[config.mk]
export PLATFORM = sky130hd
export DESIGN_NAME = ad_acq_ctrl_flat
export DESIGN_NICKNAME = d
export VERILOG_FILES = /design/src/rtl/ad_acq_ctrl_pkg.sv /design/src/rtl/ad_acq_ctrl_if.sv /design/src/rtl/ad_acq_ctrl_clk_div.sv /design/src/rtl/ad_acq_ctrl.sv /design/src/flat_wrapper.sv
export SDC_FILE = /design/constraint.sdc
export NUM_CORES = 1
export LEC_CHECK = 0
export ABC_AREA = 1
export CORE_MARGIN = 2
export CORE_UTILIZATION = 50
export CTS_CLUSTER_DIAMETER = 100
export DETAILED_ROUTE_END_ITERATION = 10
export HOLD_SLACK_MARGIN = 0.12
export PLACE_DENSITY = 0.74
export SYNTH_ARGS = -nofsm -noshare
export SYNTH_HDL_FRONTEND = slang
export SYNTH_SLANG_ARGS = --single-unit
[constraint.sdc]
create_clock -name clk -period 4.16 [get_ports clk]
set_clock_uncertainty 0.2 [all_clocks]
set_input_delay 0.624 -clock clk [delete_from_list [all_inputs] [get_ports clk]]
set_output_delay 0.624 -clock clk [all_outputs]
set_load 0.005 [all_outputs]
[src/rtl/ad_acq_ctrl_pkg.sv]
// Shared types and helpers for the ADC acquisition controller.
package ad_acq_pkg;

    typedef enum logic [1:0] {
        IDLE   = 2'd0,
        DELAY  = 2'd1,
        SAMPLE = 2'd2,
        QUIT   = 2'd3
    } state_t;

    localparam int unsigned DIV_MIN = 2;

    // Divide ratios below DIV_MIN cannot produce a two-phase clock, so they saturate.
    function automatic int unsigned clamp_div(input int unsigned v);
        return (v < DIV_MIN) ? DIV_MIN : v;
    endfunction

endpackage

[src/rtl/ad_acq_ctrl_if.sv]
// Bus between the upstream trigger/config logic and the acquisition controller.
interface ad_acq_ctrl_if
    import ad_acq_pkg::*;
#(
    parameter int NCH   = 2,
    parameter int DIV_W = 8,
    parameter int LEN_W = 32,
    parameter int DLY_W = 16
) ();

    // No valid/ready pair: burst_syn is a level whose rising edge starts one burst
    // while the controller is IDLE; cfg_* are sampled only on that edge; done is a
    // single-cycle completion pulse; sample_strobe qualifies one FIFO write per sample.
    logic             burst_syn;
    logic             abort;
    logic [DIV_W-1:0] cfg_div;
    logic [LEN_W-1:0] cfg_len;
    logic [DLY_W-1:0] cfg_dly;
    logic [NCH-1:0]   cfg_ch_en;

    logic             AD_clk;
    logic [NCH-1:0]   AD_OE_N;
    logic             AD_PDWN;
    logic             sample_strobe;
    logic [LEN_W-1:0] sample_cnt;
    logic             busy;
    logic             done;
    state_t           dbg_state;

    modport master (
        output burst_syn, abort, cfg_div, cfg_len, cfg_dly, cfg_ch_en,
        input  AD_clk, AD_OE_N, AD_PDWN, sample_strobe, sample_cnt, busy, done, dbg_state
    );

    modport slave (
        input  burst_syn, abort, cfg_div, cfg_len, cfg_dly, cfg_ch_en,
        output AD_clk, AD_OE_N, AD_PDWN, sample_strobe, sample_cnt, busy, done, dbg_state
    );

endinterface

[src/rtl/ad_acq_ctrl_clk_div.sv]
// Registered ADC clock divider: high while the phase counter is in the first half
// of the period, with an end-of-period strobe.
module ad_clk_div
    import ad_acq_pkg::*;
#(
    parameter int DIV_W = 8
) (
    input  logic             clk,
    input  logic             reset_n,
    input  logic             load_i,    // latch div_i as the ratio for the next run
    input  logic [DIV_W-1:0] div_i,
    input  logic             run_i,     // divider runs next cycle; low clears it
    input  logic             active_i,  // divider is running this cycle
    output logic             ad_clk_o,
    output logic             strobe_o
);

    logic [DIV_W-1:0] ratio_q, ratio_d;
    logic [DIV_W-1:0] d_q, d_d;
    logic             clk_q, clk_d;
    logic             last;

    assign last = (d_q == ratio_q - DIV_W'(1));

    always_comb begin
        ratio_d = load_i ? div_i : ratio_q;
        d_d     = d_q;
        clk_d   = clk_q;
        if (!run_i) begin
            d_d   = '0;
            clk_d = 1'b0;
        end else if (!active_i) begin
            // Phase 0 of the first period is always high since the ratio is at least 2.
            d_d   = '0;
            clk_d = 1'b1;
        end else begin
            d_d   = last ? '0 : d_q + DIV_W'(1);
            clk_d = (d_d < (ratio_q >> 1));
        end
    end

    always_ff @(posedge clk or negedge reset_n) begin
        if (!reset_n) begin
            ratio_q <= DIV_W'(DIV_MIN);
            d_q     <= '0;
            clk_q   <= 1'b0;
        end else begin
            ratio_q <= ratio_d;
            d_q     <= d_d;
            clk_q   <= clk_d;
        end
    end

    assign ad_clk_o = clk_q;
    assign strobe_o = active_i & last;

endmodule

[src/rtl/ad_acq_ctrl.sv]
// Burst acquisition sequencer: trigger edge, pre-sample delay, divided ADC clock
// with per-sample strobes, then completion pulse.
module ad_acq_ctrl
    import ad_acq_pkg::*;
#(
    parameter int NCH   = 2,
    parameter int DIV_W = 8,
    parameter int LEN_W = 32,
    parameter int DLY_W = 16
) (
    input  logic         clk,
    input  logic         reset_n,
    ad_acq_ctrl_if.slave bus
);

    state_t           state_q, state_d;
    logic             syn_d_q;
    logic [LEN_W-1:0] len_q, len_d;
    logic [DLY_W-1:0] dly_q, dly_d;
    logic [NCH-1:0]   ch_en_q, ch_en_d;
    logic [DLY_W-1:0] dly_cnt_q, dly_cnt_d;
    logic [LEN_W-1:0] cnt_q, cnt_d;
    logic             done_q, done_d;
    logic [NCH-1:0]   oe_n_q, oe_n_d;
    logic             strobe;
    logic             busy_d;
    logic             trig;
    logic             div_strobe;
    logic             div_clk;
    logic [DIV_W-1:0] div_c;

    assign trig  = (state_q == IDLE) & bus.burst_syn & ~syn_d_q;
    assign div_c = DIV_W'(clamp_div(32'(bus.cfg_div)));

    always_comb begin
        state_d   = state_q;
        len_d     = len_q;
        dly_d     = dly_q;
        ch_en_d   = ch_en_q;
        dly_cnt_d = dly_cnt_q;
        cnt_d     = cnt_q;
        done_d    = 1'b0;
        strobe    = 1'b0;
        unique case (state_q)
            IDLE: begin
                if (trig) begin
                    len_d     = bus.cfg_len;
                    dly_d     = bus.cfg_dly;
                    ch_en_d   = bus.cfg_ch_en;
                    cnt_d     = '0;
                    dly_cnt_d = '0;
                    if (bus.cfg_len == '0) begin
                        state_d = QUIT;
                        done_d  = 1'b1;
                    end else if (bus.cfg_dly == '0) begin
                        state_d = SAMPLE;
                    end else begin
                        state_d = DELAY;
                    end
                end
            end
            DELAY: begin
                if (bus.abort) begin
                    state_d = QUIT;
                    done_d  = 1'b1;
                end else if (dly_cnt_q == dly_q - DLY_W'(1)) begin
                    state_d   = SAMPLE;
                    dly_cnt_d = '0;
                end else begin
                    dly_cnt_d = dly_cnt_q + DLY_W'(1);
                end
            end
            SAMPLE: begin
                if (bus.abort) begin
                    state_d = QUIT;
                    done_d  = 1'b1;
                end else if (div_strobe) begin
                    strobe = 1'b1;
                    cnt_d  = cnt_q + LEN_W'(1);
                    if (cnt_d == len_q) begin
                        state_d = QUIT;
                        done_d  = 1'b1;
                    end
                end
            end
            QUIT: begin
                if (!bus.burst_syn) state_d = IDLE;
            end
            default: state_d = IDLE;
        endcase
        busy_d = (state_d == DELAY) || (state_d == SAMPLE);
        oe_n_d = ~({NCH{busy_d}} & ch_en_d);
    end

    always_ff @(posedge clk or negedge reset_n) begin
        if (!reset_n) begin
            state_q   <= IDLE;
            syn_d_q   <= 1'b0;
            len_q     <= '0;
            dly_q     <= '0;
            ch_en_q   <= '0;
            dly_cnt_q <= '0;
            cnt_q     <= '0;
            done_q    <= 1'b0;
            oe_n_q    <= '1;
        end else begin
            state_q   <= state_d;
            syn_d_q   <= bus.burst_syn;
            len_q     <= len_d;
            dly_q     <= dly_d;
            ch_en_q   <= ch_en_d;
            dly_cnt_q <= dly_cnt_d;
            cnt_q     <= cnt_d;
            done_q    <= done_d;
            oe_n_q    <= oe_n_d;
        end
    end

    ad_clk_div #(.DIV_W(DIV_W)) u_clk_div (
        .clk      (clk),
        .reset_n  (reset_n),
        .load_i   (trig),
        .div_i    (div_c),
        .run_i    (state_d == SAMPLE),
        .active_i (state_q == SAMPLE),
        .ad_clk_o (div_clk),
        .strobe_o (div_strobe)
    );

    assign bus.AD_clk        = div_clk;
    assign bus.AD_OE_N       = oe_n_q;
    assign bus.AD_PDWN       = 1'b0;
    assign bus.sample_strobe = strobe;
    assign bus.sample_cnt    = cnt_q;
    assign bus.busy          = (state_q == DELAY) || (state_q == SAMPLE);
    assign bus.done          = done_q;
    assign bus.dbg_state     = state_q;

endmodule

[src/flat_wrapper.sv]
// flat-port wrapper written by rule: the top's interface ports become plain ports
module ad_acq_ctrl_flat import ad_acq_pkg::*;
#(
    parameter int NCH   = 2,
    parameter int DIV_W = 8,
    parameter int LEN_W = 32,
    parameter int DLY_W = 16
)
  (clk, reset_n, bus_burst_syn, bus_abort, bus_cfg_div, bus_cfg_len, bus_cfg_dly, bus_cfg_ch_en, bus_AD_clk, bus_AD_OE_N, bus_AD_PDWN, bus_sample_strobe, bus_sample_cnt, bus_busy, bus_done, bus_dbg_state);
  ad_acq_ctrl_if #(.NCH(NCH), .DIV_W(DIV_W), .LEN_W(LEN_W), .DLY_W(DLY_W)) bus_i ();
  input  logic clk;
  input  logic reset_n;
  input wire logic [$bits(bus_i.burst_syn)-1:0] bus_burst_syn;
  input wire logic [$bits(bus_i.abort)-1:0] bus_abort;
  input wire logic [$bits(bus_i.cfg_div)-1:0] bus_cfg_div;
  input wire logic [$bits(bus_i.cfg_len)-1:0] bus_cfg_len;
  input wire logic [$bits(bus_i.cfg_dly)-1:0] bus_cfg_dly;
  input wire logic [$bits(bus_i.cfg_ch_en)-1:0] bus_cfg_ch_en;
  output wire logic [$bits(bus_i.AD_clk)-1:0] bus_AD_clk;
  output wire logic [$bits(bus_i.AD_OE_N)-1:0] bus_AD_OE_N;
  output wire logic [$bits(bus_i.AD_PDWN)-1:0] bus_AD_PDWN;
  output wire logic [$bits(bus_i.sample_strobe)-1:0] bus_sample_strobe;
  output wire logic [$bits(bus_i.sample_cnt)-1:0] bus_sample_cnt;
  output wire logic [$bits(bus_i.busy)-1:0] bus_busy;
  output wire logic [$bits(bus_i.done)-1:0] bus_done;
  output wire logic [$bits(bus_i.dbg_state)-1:0] bus_dbg_state;
  assign bus_i.burst_syn = bus_burst_syn;
  assign bus_i.abort = bus_abort;
  assign bus_i.cfg_div = bus_cfg_div;
  assign bus_i.cfg_len = bus_cfg_len;
  assign bus_i.cfg_dly = bus_cfg_dly;
  assign bus_i.cfg_ch_en = bus_cfg_ch_en;
  assign bus_AD_clk = bus_i.AD_clk;
  assign bus_AD_OE_N = bus_i.AD_OE_N;
  assign bus_AD_PDWN = bus_i.AD_PDWN;
  assign bus_sample_strobe = bus_i.sample_strobe;
  assign bus_sample_cnt = bus_i.sample_cnt;
  assign bus_busy = bus_i.busy;
  assign bus_done = bus_i.done;
  assign bus_dbg_state = bus_i.dbg_state;
  ad_acq_ctrl #(.NCH(NCH), .DIV_W(DIV_W), .LEN_W(LEN_W), .DLY_W(DLY_W)) u_core (.clk(clk), .reset_n(reset_n), .bus(bus_i));
endmodule
==> results.json <==
{
  "synth_edf_count": 0,
  "gp_congestion": 0.935,
  "cts.sink_count": 121,
  "fin_nets": 1297,
  "finalCritPeriodShare": 0.895,
  "area_growth_syn_to_layout_pct": 23.7,
  "synthesis.nets": 1188,
  "regArea_mm2": 0.00303,
  "cts_buffer_depth": 2,
  "cts_root_buf": "clkbuf_16",
  "stdcell_area_mm2": 0.00956,
  "p_leak_uw": 0.00437,
  "hold-path-cell-count": 2,
  "r2r_cells": 17,
  "hold_path.class": "flop to flop",
  "drtIter0Drc": 533,
  "layout_commonest_cell": "nand2_1",
  "netlist-cell-type-count": 44,
  "portBuffers": 101,
  "clkSlewWorstSetupHoldPaths_ns": 0.05,
  "ant_nets": 0,
  "grt.overflow.total": 0,
  "slew_violations": 0,
  "worstSkewPairLatency_ns": 0.43,
  "antenna_found_initial": 0,
  "synth_seq_cells": 121,
  "fin_tns_setup_ns": 0,
  "n_antenna_cell": 0,
  "crit_required_ns": 3.34,
  "rows": 45,
  "wl_per_cell_um": 14.5,
  "grt_max_degree": 58,
  "grt_first_pass_wirelength_mm": 34.5,
  "synthTopCellsByArea": "dfrtp_1 (38%), nand2_1 (18%), inv_1 (6.6%), nor2_1 (5.6%), nand3_1 (5.4%)",
  "drc": 0,
  "cp.arrival_ns": 2.90,
  "grt_usage": 0.264,
  "crit_type": "flop to primary output",
  "relSlewSlack": 0.520,
  "io_pins": 103,
  "final-setup-viol-count": 0,
  "synth.yosys.seq_area_share": 0.392,
  "place_area_mm2": 0.00895,
  "routed_wl_mm": 20.6,
  "core_area_mm2": 0.0151,
  "htreeDepth": 4,
  "initial_utilization": 0.510,
  "run_status": "completed",
  "grt_pass1_vias": 7319,
  "synth_top_cell_by_area": "dfrtp_1",
  "vdd_drop_max_mv": 0.369,
  "path_max_fanout": 9,
  "synthCells": 1109,
  "end_kind": "primary output",
  "yosys_warnings": 0,
  "async_flop_share": 1.00,
  "die-area_mm2": 0.0165,
  "hold_viol_final": 0,
  "synth.top_cell.area_share": 0.382,
  "synth_flop_cell": "dfrtp_1",
  "synth_area_mm2": 0.00773,
  "period_minus_slack_ns": 3.72,
  "dr.pass1.iters": 5,
  "vias": 7520,
  "worstMarginPinSlew_ns": 0.720,
  "cts_tree": "done",
  "fillers": 1346,
  "avgSynthCellArea_um2": 6.97,
  "fmax_mhz": 269,
  "fp.dieH_um": 128,
  "layout-drive-gt1-share": 0.0690,
  "hpwl_mm": 15.3,
  "via_per_inst": 5.30,
  "cap_violations": 0,
  "critPathLaunchType": "flop",
  "layout_common_cells": "nand2_1 (371), inv_1 (136), dfrtp_1 (118)",
  "die_w_um": 128,
  "rsz0062_at_grt": "no",
  "powerDensity_mw_per_mm2": 559,
  "post_cts_resized": 0,
  "multiInputGateArea_mm2": 0.00407,
  "numCtsBuffers": 17
}
-- area by class of cell --
| class | instances | area share |
|---|---|---|
| clock inverter | 12 | 0.0156 |
| inverter | 139 | 0.0547 |
| timing repair buffer | 112 | 0.114 |
| sequential | 121 | 0.317 |
| tap | 188 | 0.0246 |
| multi-input combinational | 827 | 0.426 |
| clock buffer | 20 | 0.0478 |
-- metrics by stage --
stage	std cells	setup WS, ns	total power, µW	util	hold slack, ns
floorplan	1109	1.44	3180	-	0.128
global placement	1386	0.967	3780	0.591	0.254
detailed placement	1386	0.883	3830	0.591	0.263
CTS	1419	0.431	5360	0.631	0.276
global route	1419	0.232	5760	0.631	0.304
finish	1419	0.439	5350	0.631	0.273
-- synthesized netlist by cell type (13+ instances only) --
library cell and n:
o22ai_1 31, inv_1 136, dfrtp_1 118, o21ai_0 61
nand2_1 371, ha_1 17, nor2_1 116, xor2_1 26
nand3_1 84, nand3b_1 13
-- path summary, 6_finish.rpt --
kind,startpoint,end,slack [ns]
max,u_core.u_clk_div.ratio_q[0],bus_sample_strobe,0.44
min,u_core.ch_en_q[1],u_core.ch_en_q[1],0.27
max reg2reg,u_core.dly_q[0],u_core.u_clk_div.d_q[6],0.85
min reg2reg,u_core.ch_en_q[1],u_core.ch_en_q[1],0.27
max in group asynchronous,reset_n,u_core.dly_q[8],2.27
min in group asynchronous,reset_n,u_core.len_q[10],0.59
-- flip-flops by register name (all words and copies together) (netlist names) --
| register | cells |
|---|---|
| u_core.u_clk_div.ad_clk_o | 1 |
| u_core.bus.done | 1 |
| u_core.u_clk_div.d_q | 8 |
| u_core.bus.sample_cnt | 32 |
| u_core.bus.AD_OE_N | 2 |
| u_core.len_q | 32 |
| u_core.u_clk_div.ratio_q | 8 |
| u_core.bus.dbg_state | 2 |
| u_core.dly_q | 16 |
| u_core.dly_cnt_q | 16 |
| u_core.ch_en_q | 2 |
| u_core.syn_d_q | 1 |
-- timing repair --
item                                   CTS  global route
setup endpoints to repair                0             0
hold buffers                             1             0
endpoints found under the hold margin   51             0
setup buffers                            0             0
-- layer usage --
metal | global-route usage | up-vias | part of all wire
li1 | - | 3766 | -
met1 | 0.331 | 3522 | 0.44
met2 | 0.447 | 187 | 0.48
met3 | 0.0590 | 45 | 0.047
met4 | 0.103 | 0 | 0.029
met5 | 0 | - | 0
-- cell families after synthesis --
group	Yosys count	synth area share
AND/OR/NAND/NOR	654	0.367
buffers and inverters	161	0.0819
flip-flops	121	0.392
AO/OA/AOI/OAI	119	0.0869
XOR/XNOR	36	0.0443
adder cells (fa/ha/maj)	17	0.0275
other	1	0.000485
-- critical path, cell delays in order (launching register included) --
cell	delay, ns
dfrtp_1	0.38
inv_1	0.16
ha_1	0.20
nand2_1	0.11
nor2_2	0.16
xor2_1	0.17
nand2_1	0.07
nor2_1	0.13
nand2_2	0.14
clkinv_2	0.15
nand2_1	0.15
nor2_1	0.15
clkdlybuf4s50_1	0.52
-- report_power, final --
group / internal, µW / switching (µW) / leakage, µW / total (µW)
sequential: 1530 / 314 / 0.00157 / 1850
clock: 968 / 544 / 0.000288 / 1510
combinational: 813 / 1180 / 0.00251 / 1990
Power figures use the tool's default switching activity.
